$ cat config.mk
export PLATFORM = sky130hd
export DESIGN_NAME = dh_shared_key
export DESIGN_NICKNAME = d
export VERILOG_FILES = /design/src/rtl/dh_pkg.sv /design/src/rtl/dh_mod_mult_serial.sv /design/src/rtl/dh_shared_key.sv
export SDC_FILE = /design/constraint.sdc
export NUM_CORES = 1
export LEC_CHECK = 0
export CAP_MARGIN = 5
export CELL_PAD_IN_SITES_DETAIL_PLACEMENT = 0
export CELL_PAD_IN_SITES_GLOBAL_PLACEMENT = 1
export CORE_ASPECT_RATIO = 0.7
export CORE_MARGIN = 2
export CORE_UTILIZATION = 40
export CTS_CLUSTER_SIZE = 30
export DETAILED_ROUTE_END_ITERATION = 10
export HOLD_SLACK_MARGIN = 0.03
export PLACE_DENSITY = 0.78
export RECOVER_POWER = 100
export SETUP_SLACK_MARGIN = 0.02
export SYNTH_ARGS = -nofsm -noshare
export SYNTH_HDL_FRONTEND = slang
export SYNTH_SLANG_ARGS = --single-unit
$ cat constraint.sdc
create_clock -name clk -period 17.65 [get_ports clk]
set_input_delay 2.6475 -clock clk [delete_from_list [all_inputs] [get_ports clk]]
set_output_delay 2.6475 -clock clk [all_outputs]
set_load 0.01 [all_outputs]
$ cat src/rtl/dh_pkg.sv
// Shared definitions for the Diffie-Hellman shared-key engine:
// default widths, controller state encoding and the fixed operation latency.
package dh_pkg;

  localparam int W_DEF = 32;
  localparam int E_DEF = 32;

  typedef enum logic [2:0] {
    IDLE = 3'd0,
    LOAD = 3'd1,
    BASE = 3'd2,
    SQR  = 3'd3,
    MUL  = 3'd4,
    FIN  = 3'd5
  } dh_state_e;

  // One base reduction plus a square and a multiply per exponent bit,
  // each W+1 cycles, plus the LOAD and FIN cycles.
  function automatic int dh_latency(input int w, input int e);
    return (2 * e + 1) * (w + 1) + 2;
  endfunction

  localparam int LAT = dh_latency(W_DEF, E_DEF);

endpackage

$ cat src/rtl/dh_mod_mult_serial.sv
// Bit-serial Blakley modular multiplier: result = a*b mod p, a scanned MSB first.
// Fixed W+1 cycles per operation (launch + W steps); requires b < p, a unrestricted.
module dh_mod_mult_serial #(
  parameter int W = 32
) (
  input  logic         clk,
  input  logic         rst,
  input  logic         start,
  input  logic [W-1:0] a,
  input  logic [W-1:0] b,
  input  logic [W-1:0] p,
  output logic [W-1:0] result,
  output logic         done
);

  localparam int CW = $clog2(W + 1);

  logic [W-1:0]  a_q, a_d;
  logic [W-1:0]  b_q, b_d;
  logic [W-1:0]  p_q, p_d;
  logic [W-1:0]  r_q, r_d;
  logic [CW-1:0] cnt_q, cnt_d;
  logic          busy_q, busy_d;
  logic          done_q, done_d;

  logic [W+1:0]  step;
  logic [W+1:0]  p_ext;
  logic [W+1:0]  sub1;
  logic [W-1:0]  sub2;

  // 2R + bit*B stays below 3p, so two conditional subtractions fully reduce it.
  always_comb begin
    p_ext = {2'b00, p_q};
    step  = {1'b0, r_q, 1'b0} + (a_q[W-1] ? {2'b00, b_q} : '0);
    sub1  = (step >= p_ext) ? (step - p_ext) : step;
    sub2  = (sub1 >= p_ext) ? W'(sub1 - p_ext) : W'(sub1);
  end

  always_comb begin
    a_d    = a_q;
    b_d    = b_q;
    p_d    = p_q;
    r_d    = r_q;
    cnt_d  = cnt_q;
    busy_d = busy_q;
    done_d = 1'b0;
    if (start) begin
      a_d    = a;
      b_d    = b;
      p_d    = p;
      r_d    = '0;
      cnt_d  = CW'(W);
      busy_d = 1'b1;
    end else if (busy_q) begin
      r_d   = sub2;
      a_d   = {a_q[W-2:0], 1'b0};
      cnt_d = cnt_q - CW'(1);
      if (cnt_q == CW'(1)) begin
        busy_d = 1'b0;
        done_d = 1'b1;
      end
    end
  end

  always_ff @(posedge clk) begin
    if (rst) begin
      a_q    <= '0;
      b_q    <= '0;
      p_q    <= '0;
      r_q    <= '0;
      cnt_q  <= '0;
      busy_q <= 1'b0;
      done_q <= 1'b0;
    end else begin
      a_q    <= a_d;
      b_q    <= b_d;
      p_q    <= p_d;
      r_q    <= r_d;
      cnt_q  <= cnt_d;
      busy_q <= busy_d;
      done_q <= done_d;
    end
  end

  assign result = r_q;
  assign done   = done_q;

endmodule

$ cat src/rtl/dh_shared_key.sv
// Diffie-Hellman responder: key = r_in^x mod p by constant-time square-and-multiply.
// Latency (2E+1)(W+1)+2 clocks from st accept to done; st ignored while busy.
module dh_shared_key
  import dh_pkg::*;
#(
  parameter int W = W_DEF,
  parameter int E = E_DEF
) (
  input  logic         clk,
  input  logic         rst,
  input  logic         st,
  input  logic [W-1:0] r_in,
  input  logic [E-1:0] x,
  input  logic [W-1:0] p,
  output logic [W-1:0] key,
  output logic         busy,
  output logic         done,
  output logic         err
);

  localparam int IW = (E > 1) ? $clog2(E) : 1;

  dh_state_e     state_q, state_d;

  logic [W-1:0]  r_q, r_d;
  logic [E-1:0]  x_q, x_d;
  logic [W-1:0]  p_q, p_d;
  logic [W-1:0]  acc_q, acc_d;
  logic [W-1:0]  base_q, base_d;
  logic [W-1:0]  t_q, t_d;
  logic [IW-1:0] i_q, i_d;
  logic [W-1:0]  key_q, key_d;
  logic          busy_q, busy_d;
  logic          done_q, done_d;
  logic          err_q, err_d;
  logic          perr_q, perr_d;

  logic          mul_start;
  logic [W-1:0]  mul_a;
  logic [W-1:0]  mul_b;
  logic [W-1:0]  mul_res;
  logic          mul_done;
  logic [W-1:0]  acc_next;

  dh_mod_mult_serial #(.W(W)) u_mult (
    .clk    (clk),
    .rst    (rst),
    .start  (mul_start),
    .a      (mul_a),
    .b      (mul_b),
    .p      (p_q),
    .result (mul_res),
    .done   (mul_done)
  );

  always_ff @(posedge clk) begin
    if (rst) begin
      state_q <= IDLE;
      r_q     <= '0;
      x_q     <= '0;
      p_q     <= '0;
      acc_q   <= '0;
      base_q  <= '0;
      t_q     <= '0;
      i_q     <= '0;
      key_q   <= '0;
      busy_q  <= 1'b0;
      done_q  <= 1'b0;
      err_q   <= 1'b0;
      perr_q  <= 1'b0;
    end else begin
      state_q <= state_d;
      r_q     <= r_d;
      x_q     <= x_d;
      p_q     <= p_d;
      acc_q   <= acc_d;
      base_q  <= base_d;
      t_q     <= t_d;
      i_q     <= i_d;
      key_q   <= key_d;
      busy_q  <= busy_d;
      done_q  <= done_d;
      err_q   <= err_d;
      perr_q  <= perr_d;
    end
  end

  always_comb begin
    state_d = state_q;
    case (state_q)
      IDLE:    if (st) state_d = LOAD;
      LOAD:    state_d = BASE;
      BASE:    if (mul_done) state_d = SQR;
      SQR:     if (mul_done) state_d = MUL;
      MUL:     if (mul_done) state_d = (i_q == '0) ? FIN : SQR;
      FIN:     state_d = IDLE;
      default: state_d = IDLE;
    endcase
  end

  // The next operation is launched in the same cycle the previous result
  // appears, so every state spends exactly W+1 cycles per multiply.
  always_comb begin
    r_d       = r_q;
    x_d       = x_q;
    p_d       = p_q;
    acc_d     = acc_q;
    base_d    = base_q;
    t_d       = t_q;
    i_d       = i_q;
    key_d     = key_q;
    busy_d    = busy_q;
    done_d    = 1'b0;
    err_d     = err_q;
    perr_d    = perr_q;
    mul_start = 1'b0;
    mul_a     = '0;
    mul_b     = '0;
    acc_next  = x_q[i_q] ? mul_res : t_q;
    case (state_q)
      IDLE: begin
        if (st) begin
          r_d    = r_in;
          x_d    = x;
          p_d    = p;
          busy_d = 1'b1;
          err_d  = 1'b0;
        end
      end
      LOAD: begin
        // A degenerate modulus still runs the full schedule; only the result is suppressed.
        perr_d    = (p_q < W'(2));
        acc_d     = W'(1);
        i_d       = IW'(E - 1);
        mul_start = 1'b1;
        mul_a     = r_q;
        mul_b     = W'(1);
      end
      BASE: begin
        if (mul_done) begin
          base_d    = mul_res;
          mul_start = 1'b1;
          mul_a     = acc_q;
          mul_b     = acc_q;
        end
      end
      SQR: begin
        if (mul_done) begin
          t_d       = mul_res;
          mul_start = 1'b1;
          mul_a     = mul_res;
          mul_b     = base_q;
        end
      end
      MUL: begin
        if (mul_done) begin
          acc_d = acc_next;
          if (i_q != '0) begin
            i_d       = i_q - IW'(1);
            mul_start = 1'b1;
            mul_a     = acc_next;
            mul_b     = acc_next;
          end
        end
      end
      FIN: begin
        key_d  = perr_q ? '0 : acc_q;
        err_d  = perr_q;
        done_d = 1'b1;
        busy_d = 1'b0;
      end
      default: ;
    endcase
  end

  assign key  = key_q;
  assign busy = busy_q;
  assign done = done_q;
  assign err  = err_q;

endmodule

# Word-level counts from Yosys, hierarchy flattened
# Cells that the tools add are included.
# Widths: inputs -> output; s select.
dict set report word_totals {
  ramBits 0
  n_memories 0
  latchBits 0
  out_inout_bits 35
  in_bits 99
  wordCells 100
  rom_bits 0
  register_bits 372
}
dict set report classes {
  n_reduce_logical 16
  n_mux 42
  n_bitwise 1
  div_mod_pow 0
  shift 0
  n_lt_le_gt_ge 4
  n_addsub 5
  mul 0
  eq_ne 11
}
# operator n
set ops {}
lappend ops {{$mux 32} 12}
lappend ops {{$pmux 32 s4} 2}
lappend ops {{$ge 34x32->1} 2}
lappend ops {{$pmux 32 s2} 1}
lappend ops {{$add 33x34->34} 1}
lappend ops {{$mux 34} 1}
lappend ops {{$sub 34x32->34} 1}
lappend ops {{$lt 32x2->1 const B} 1}
lappend ops {{$sub 32x32->32} 1}
lappend ops {{$mux 3} 5}
lappend ops {{$pmux 3 s5} 1}
lappend ops {{$mux 6} 2}
lappend ops {{$mux 1} 11}
lappend ops {{$mux 5} 2}
lappend ops {{$pmux 5 s2} 1}
lappend ops {{$reduce_and 2->1} 5}
lappend ops {{$eq 3x2->1 const B} 2}
lappend ops {{$eq 3x3->1 const B} 2}
lappend ops {{$eq 6x1->1 const B} 1}
lappend ops {{$lt 5x6->1 const B} 1}
lappend ops {{$ne 2x1->1 const B} 3}
lappend ops {{$reduce_bool 2->1} 3}
lappend ops {{$sub 6x1->6 const B} 1}
lappend ops {{$bmux 1 s5} 1}
lappend ops {{13 further kinds} 16}

# Longest topological paths before layout
dict set report depth {
  ltp_word 7
  ltp_mapped 38
  ltp_nobuf 34
}

# By module
# From an unflattened synthesis, not the netlist that was laid out.
dict set report unflattened {
  cells_unflattened 2734
  hier_area_um2 21576.9
}
# module cells_each instances seq_area_each_um2 area_per_inst_um2
set modules_own_cells {}
lappend modules_own_cells {dh_mod_mult_serial 1389 1 2722.6 11135.7}
lappend modules_own_cells {dh_shared_key 1345 1 4724.5 10441.3}

# Least setup slack after synthesis
# Ideal clock, no wire load.
dict set report synth_path {
  path_kind {reg2reg}
  startpoint {register u_mult.a_q[31]}
  endpoint {register u_mult.r_q[22] (netlist: u_mult.result[22])}
  path_buffers 5
  arrival_time_ns 7.495
  stages_incl_launch_ff 36
  setup_time_ns 0.137
  setup_slack_ns 10.018
  synth_period_minus_slack_ns 7.632
  t_required_ns 17.513
  path_cell_list {dfxtp_1 -> clkbuf_1 -> nand2_1 -> inv_1 -> ha_1 -> a211oi_2 -> o21ai_1 -> a211oi_4 -> o31a_2 -> o21ai_0 -> or4b_2 -> nand3_1 -> ha_1 -> clkbuf_1 -> inv_1 -> o21bai_1 -> a2111oi_0 -> nor2_1 -> nor3_1 -> o21a_1 -> nand3_2 -> buf_2 -> buf_2 -> mux2_2 -> ha_1 -> nand4_1 -> o31ai_1 -> a2111oi_0 -> nand3_1 -> nand3_1 -> o211a_1 -> nand2_1 -> clkbuf_1 -> mux2_2 -> o221ai_1 -> a31oi_1}
}
dict set report synth_between {
  elab_chain_cells 6
  elab_cells_between_ends 8
  cone_classes {3 x add/sub; 2 x order compare; 3 x mux}
}
# item line
set synth_lines {}
lappend synth_lines {{start, declared} dh_mod_mult_serial.sv:18} ;# logic [W-1:0] a_q, a_d;
lappend synth_lines {{start signal, assigned} dh_mod_mult_serial.sv:67} ;# a_q <= '0;
lappend synth_lines {{start signal, assigned} dh_mod_mult_serial.sv:75} ;# a_q <= a_d;
lappend synth_lines {{$mux 32 (*)} dh_mod_mult_serial.sv:34} ;# step = {1'b0, r_q, 1'b0} + (a_q[W-1] ? {2'b00, b_q} : '0);
lappend synth_lines {{$add 33x34->34 (*)} dh_mod_mult_serial.sv:34}
lappend synth_lines {{$sub 34x32->34 / $ge 34x32->1 (equally long branches)} dh_mod_mult_serial.sv:35} ;# sub1 = (step >= p_ext) ? (step - p_ext) : step;
lappend synth_lines {{$mux 34 (*)} dh_mod_mult_serial.sv:35}
lappend synth_lines {{$sub 32x32->32 / $ge 34x32->1 (equally long branches)} dh_mod_mult_serial.sv:36} ;# sub2 = (sub1 >= p_ext) ? W'(sub1 - p_ext) : W'(sub1);
lappend synth_lines {{$mux 32 (*)} dh_mod_mult_serial.sv:36}
lappend synth_lines {{end signal, assigned} dh_mod_mult_serial.sv:78} ;# r_q <= r_d;
lappend synth_lines {{end, declared} dh_mod_mult_serial.sv:21} ;# logic [W-1:0] r_q, r_d;
# Every way passes the cells marked *; elsewhere a longest branch is shown, timed or not.
# A chain may end at the register's enable or synchronous reset.

# Worst setup path after layout
dict set report layout_path {
  startpoint {register u_mult.a_q[31]}
  endpoint {register u_mult.r_q[4] (netlist: u_mult.result[4])}
}
# The elaborated chain is that of the path after synthesis.

==> qor.txt <==
Fmax - 79.9 MHz
Vias - 19,800
Yosys cell types - 87
Max Cap Violations - 4
synthesized area - 21,100 um^2
Gate power share - 0.654
# diodes - 0
Post-synth ARST share - 0
Seq cells post-synth - 372
Critical path buffers and inverters - 4
sequential power share - 0.182
Arr. time, crit path - 12,900 ps
first-pass GRT wire length - 106 mm
CTS Buffer Depth - 3
internal power - 0.00283 W
failing checks - max-capacitance violations, max-slew violations
Chip Height - 196 um
die width - 278 um
Final period util - 0.709
placer congestion estimate - 0.937
setup violators final - 0
Final Max Slew Viols - 377
Top FF cell, synth - dfxtp_1
Hold/Removal Path Class - reg2reg
Worst Path Required - 18,040 ps
Top delay family on crit path - simple AND/OR/NAND/NOR gates
Final WS setup - 5130 ps
Tmin final - 12,520 ps
setup slack at placement - 7650 ps
Post-Syn Instances - 2,720
post_cts resized - 0
worst skew pair latency - 550 ps
postcts setup bufs - 0
CTS tree - built
Clock Tree Root - clkbuf_16
CTS H-tree depth - 2
synth top area cells - dfxtp_1 35%, a21oi_1 11%, nand2_1 8.7%
Synth top area share - 0.354
fillcell total - 5,091
final wirelength - 67.6 mm
Layout Area Growth over Synthesis - 14.2%
status - complete, but fails checks
CP Max Fanout - 35
Reg clk slew, reported paths - 60 ps
area leader, netlist - dfxtp_1
post-route antenna net violation count - 0
layout cells sized above 1 - 0.0570
Ys Warns - 0
Worst Skew - 24.3 ps
Rel. slew slack - -4.24
I/O pin count - 134
hold buffers post-CTS - 0
vias per inst - 5.74
antenna violations before repair - 4
most used cell along the critical path - nand3_1
unrepaired setup endpoints after global routing - no
Detailed Route Iter0 Violations - 1,707
first-pass iteration count of the detailed router - 6
GR Util All Layers - 0.243
Mapped Avg Cell Area - 7.74 um^2
CTS sink count - 372
# rows - 70
Cells after DPL - 3,388
Switching Share - 0.469
vias in the first global route - 18,800
TritonCTS Buffers - 39
I/O Buffers - 133
Die ar. - 54,500 um^2
switching power - 0.00250 W
PD cells - 222 nW/um^2
setup TNS - 0 ps
P_leak - 9.25 nW
DRC - 0
peak supply drop - 173 uV
Critical Path Sink Type - register
Mapped Nets - 2,920
initial core utilization - 0.404
Fin. Hold Viols - 0
Avg WL per Cell - 19.6 um
Clk pwr share - 0.164
Critical Path Source Type - register
total gr overflow - 0
largest net degree at the start of global routing - 170
slowest CP cell - nand3_1
Setup CP Type - reg2reg
final net count - 2,945
non-filler cells, final - 3,456
Worst path max stage delay - 1420 ps
sequential cell area fraction in the yosys report - 0.354
Slew @ Worst Pin - 7860 ps
CORE AREA - 52,100 um^2
Detail Placement HPWL - 49.0 mm
Post-synth EDFFs - 0
[worst paths after layout]
kind / from / endpoint / slack, ps / cells past startpoint
worst max-delay path: u_mult.a_q[31]$_SDFFE_PP0P_ / u_mult.result[4]$_SDFFE_PP0P_ / 5130 / 32
worst min-delay path: u_mult.p_q[4]$_SDFFE_PP0P_ / u_mult.p_q[4]$_SDFFE_PP0P_ / 450 / 2
worst max register to register: u_mult.a_q[31]$_SDFFE_PP0P_ / u_mult.result[4]$_SDFFE_PP0P_ / 5130 / 32
worst min register to register: u_mult.p_q[4]$_SDFFE_PP0P_ / u_mult.p_q[4]$_SDFFE_PP0P_ / 450 / 2
[cell usage after synthesis (all sizes together), types with 11 or more instances]
cell type,instances
a221o,23
nand3,27
nor2,252
a22oi,11
mux2,33
mux2i,66
o21a,21
nand2b,13
nor2b,13
xnor2,48
a21oi,447
and2,39
nand4,20
a221oi,42
a21o,30
inv,76
o211ai,12
o21bai,17
ha,98
dfxtp,372
nor3b,35
xor2,29
a31oi,24
o21ai,85
o31ai,12
a211oi,30
clkbuf,146
nand2,490
nor4,16
nor3,66
buf,26
[power groups by stage]
stage	clock, W	combinational [W]	sequential (W)
finish	0.000874	0.00349	0.000969
global route	0.000927	0.00382	0.000977
CTS	0.000895	0.00345	0.000969
detailed placement	0	0.00343	0.000987
global placement	0	0.00345	0.000987
floorplan	0	0.00265	0.000949
[through the flow]
step | hold WS [ps] | area (um^2) | power [W] | utilization
final | 451 | 24000 | 0.00533 | 0.461
after global routing | 466 | 24000 | 0.00572 | 0.461
after CTS | 453 | 24100 | 0.00532 | 0.463
after detailed placement | 447 | 22800 | 0.00442 | 0.437
after global placement | 440 | 22800 | 0.00444 | 0.437
after floorplan | 432 | 21100 | 0.00360 | -
[final cells by class]
| class | instances | area, um^2 | share of cell area |
|---|---|---|---|
| timing repair buffer | 156 | 1480 | 0.0617 |
| clock inverter | 13 | 191 | 0.00796 |
| sequential | 372 | 7450 | 0.310 |
| multi-input combinational | 2100 | 12600 | 0.525 |
| clock buffer | 55 | 1160 | 0.0482 |
| inverter | 76 | 285 | 0.0119 |
| tap | 684 | 856 | 0.0356 |
[tightest hold or removal path, stage by stage (launching register included)]
cell	delay [ps]
dfxtp_1	300
nand2_1	50
a21oi_1	50
[logic make-up after synthesis]
family / count (synthesis) / share of synthesized area
and+or+nand+nor: 1009 / 0.210
AOI/OAI and AO/OA: 804 / 0.236
DFF: 372 / 0.354
buffers and inverters: 248 / 0.0466
muxes: 109 / 0.0603
adders and majority gates: 101 / 0.0611
xor gates and xnor gates: 77 / 0.0320
[cell usage in the layout, fill, tap and decap left out, drive strengths merged, types with 21 or more instances in the layout]
| cell | netlist | routed |
|---|---|---|
| xor2 | 29 | 29 |
| nor3 | 66 | 66 |
| a221oi | 42 | 42 |
| clkdlybuf4s50 | 0 | 97 |
| clkbuf | 146 | 60 |
| dlygate4sd3 | 0 | 35 |
| nor3b | 35 | 35 |
| inv | 76 | 77 |
| ha | 98 | 98 |
| mux2 | 33 | 33 |
| a21o | 30 | 30 |
| a221o | 23 | 23 |
| xnor2 | 48 | 48 |
| nand2 | 490 | 490 |
| o21ai | 85 | 85 |
| a211oi | 30 | 30 |
| nor2 | 252 | 252 |
| o21a | 21 | 21 |
| dfxtp | 372 | 372 |
| a31oi | 24 | 24 |
| and2 | 39 | 39 |
| nand3 | 27 | 27 |
| mux2i | 66 | 66 |
| a21oi | 447 | 447 |
[layer usage]
metal,GRT usage,vias up,share of wire,wire [um]
li1,-,9671,-,-
met1,0.362,9432,0.50,33500
met2,0.364,640,0.42,28300
met3,0.0454,83,0.071,4810
met4,0.0446,0,0.015,1040
met5,0,-,0,0
(Power assumes the default switching activity.)
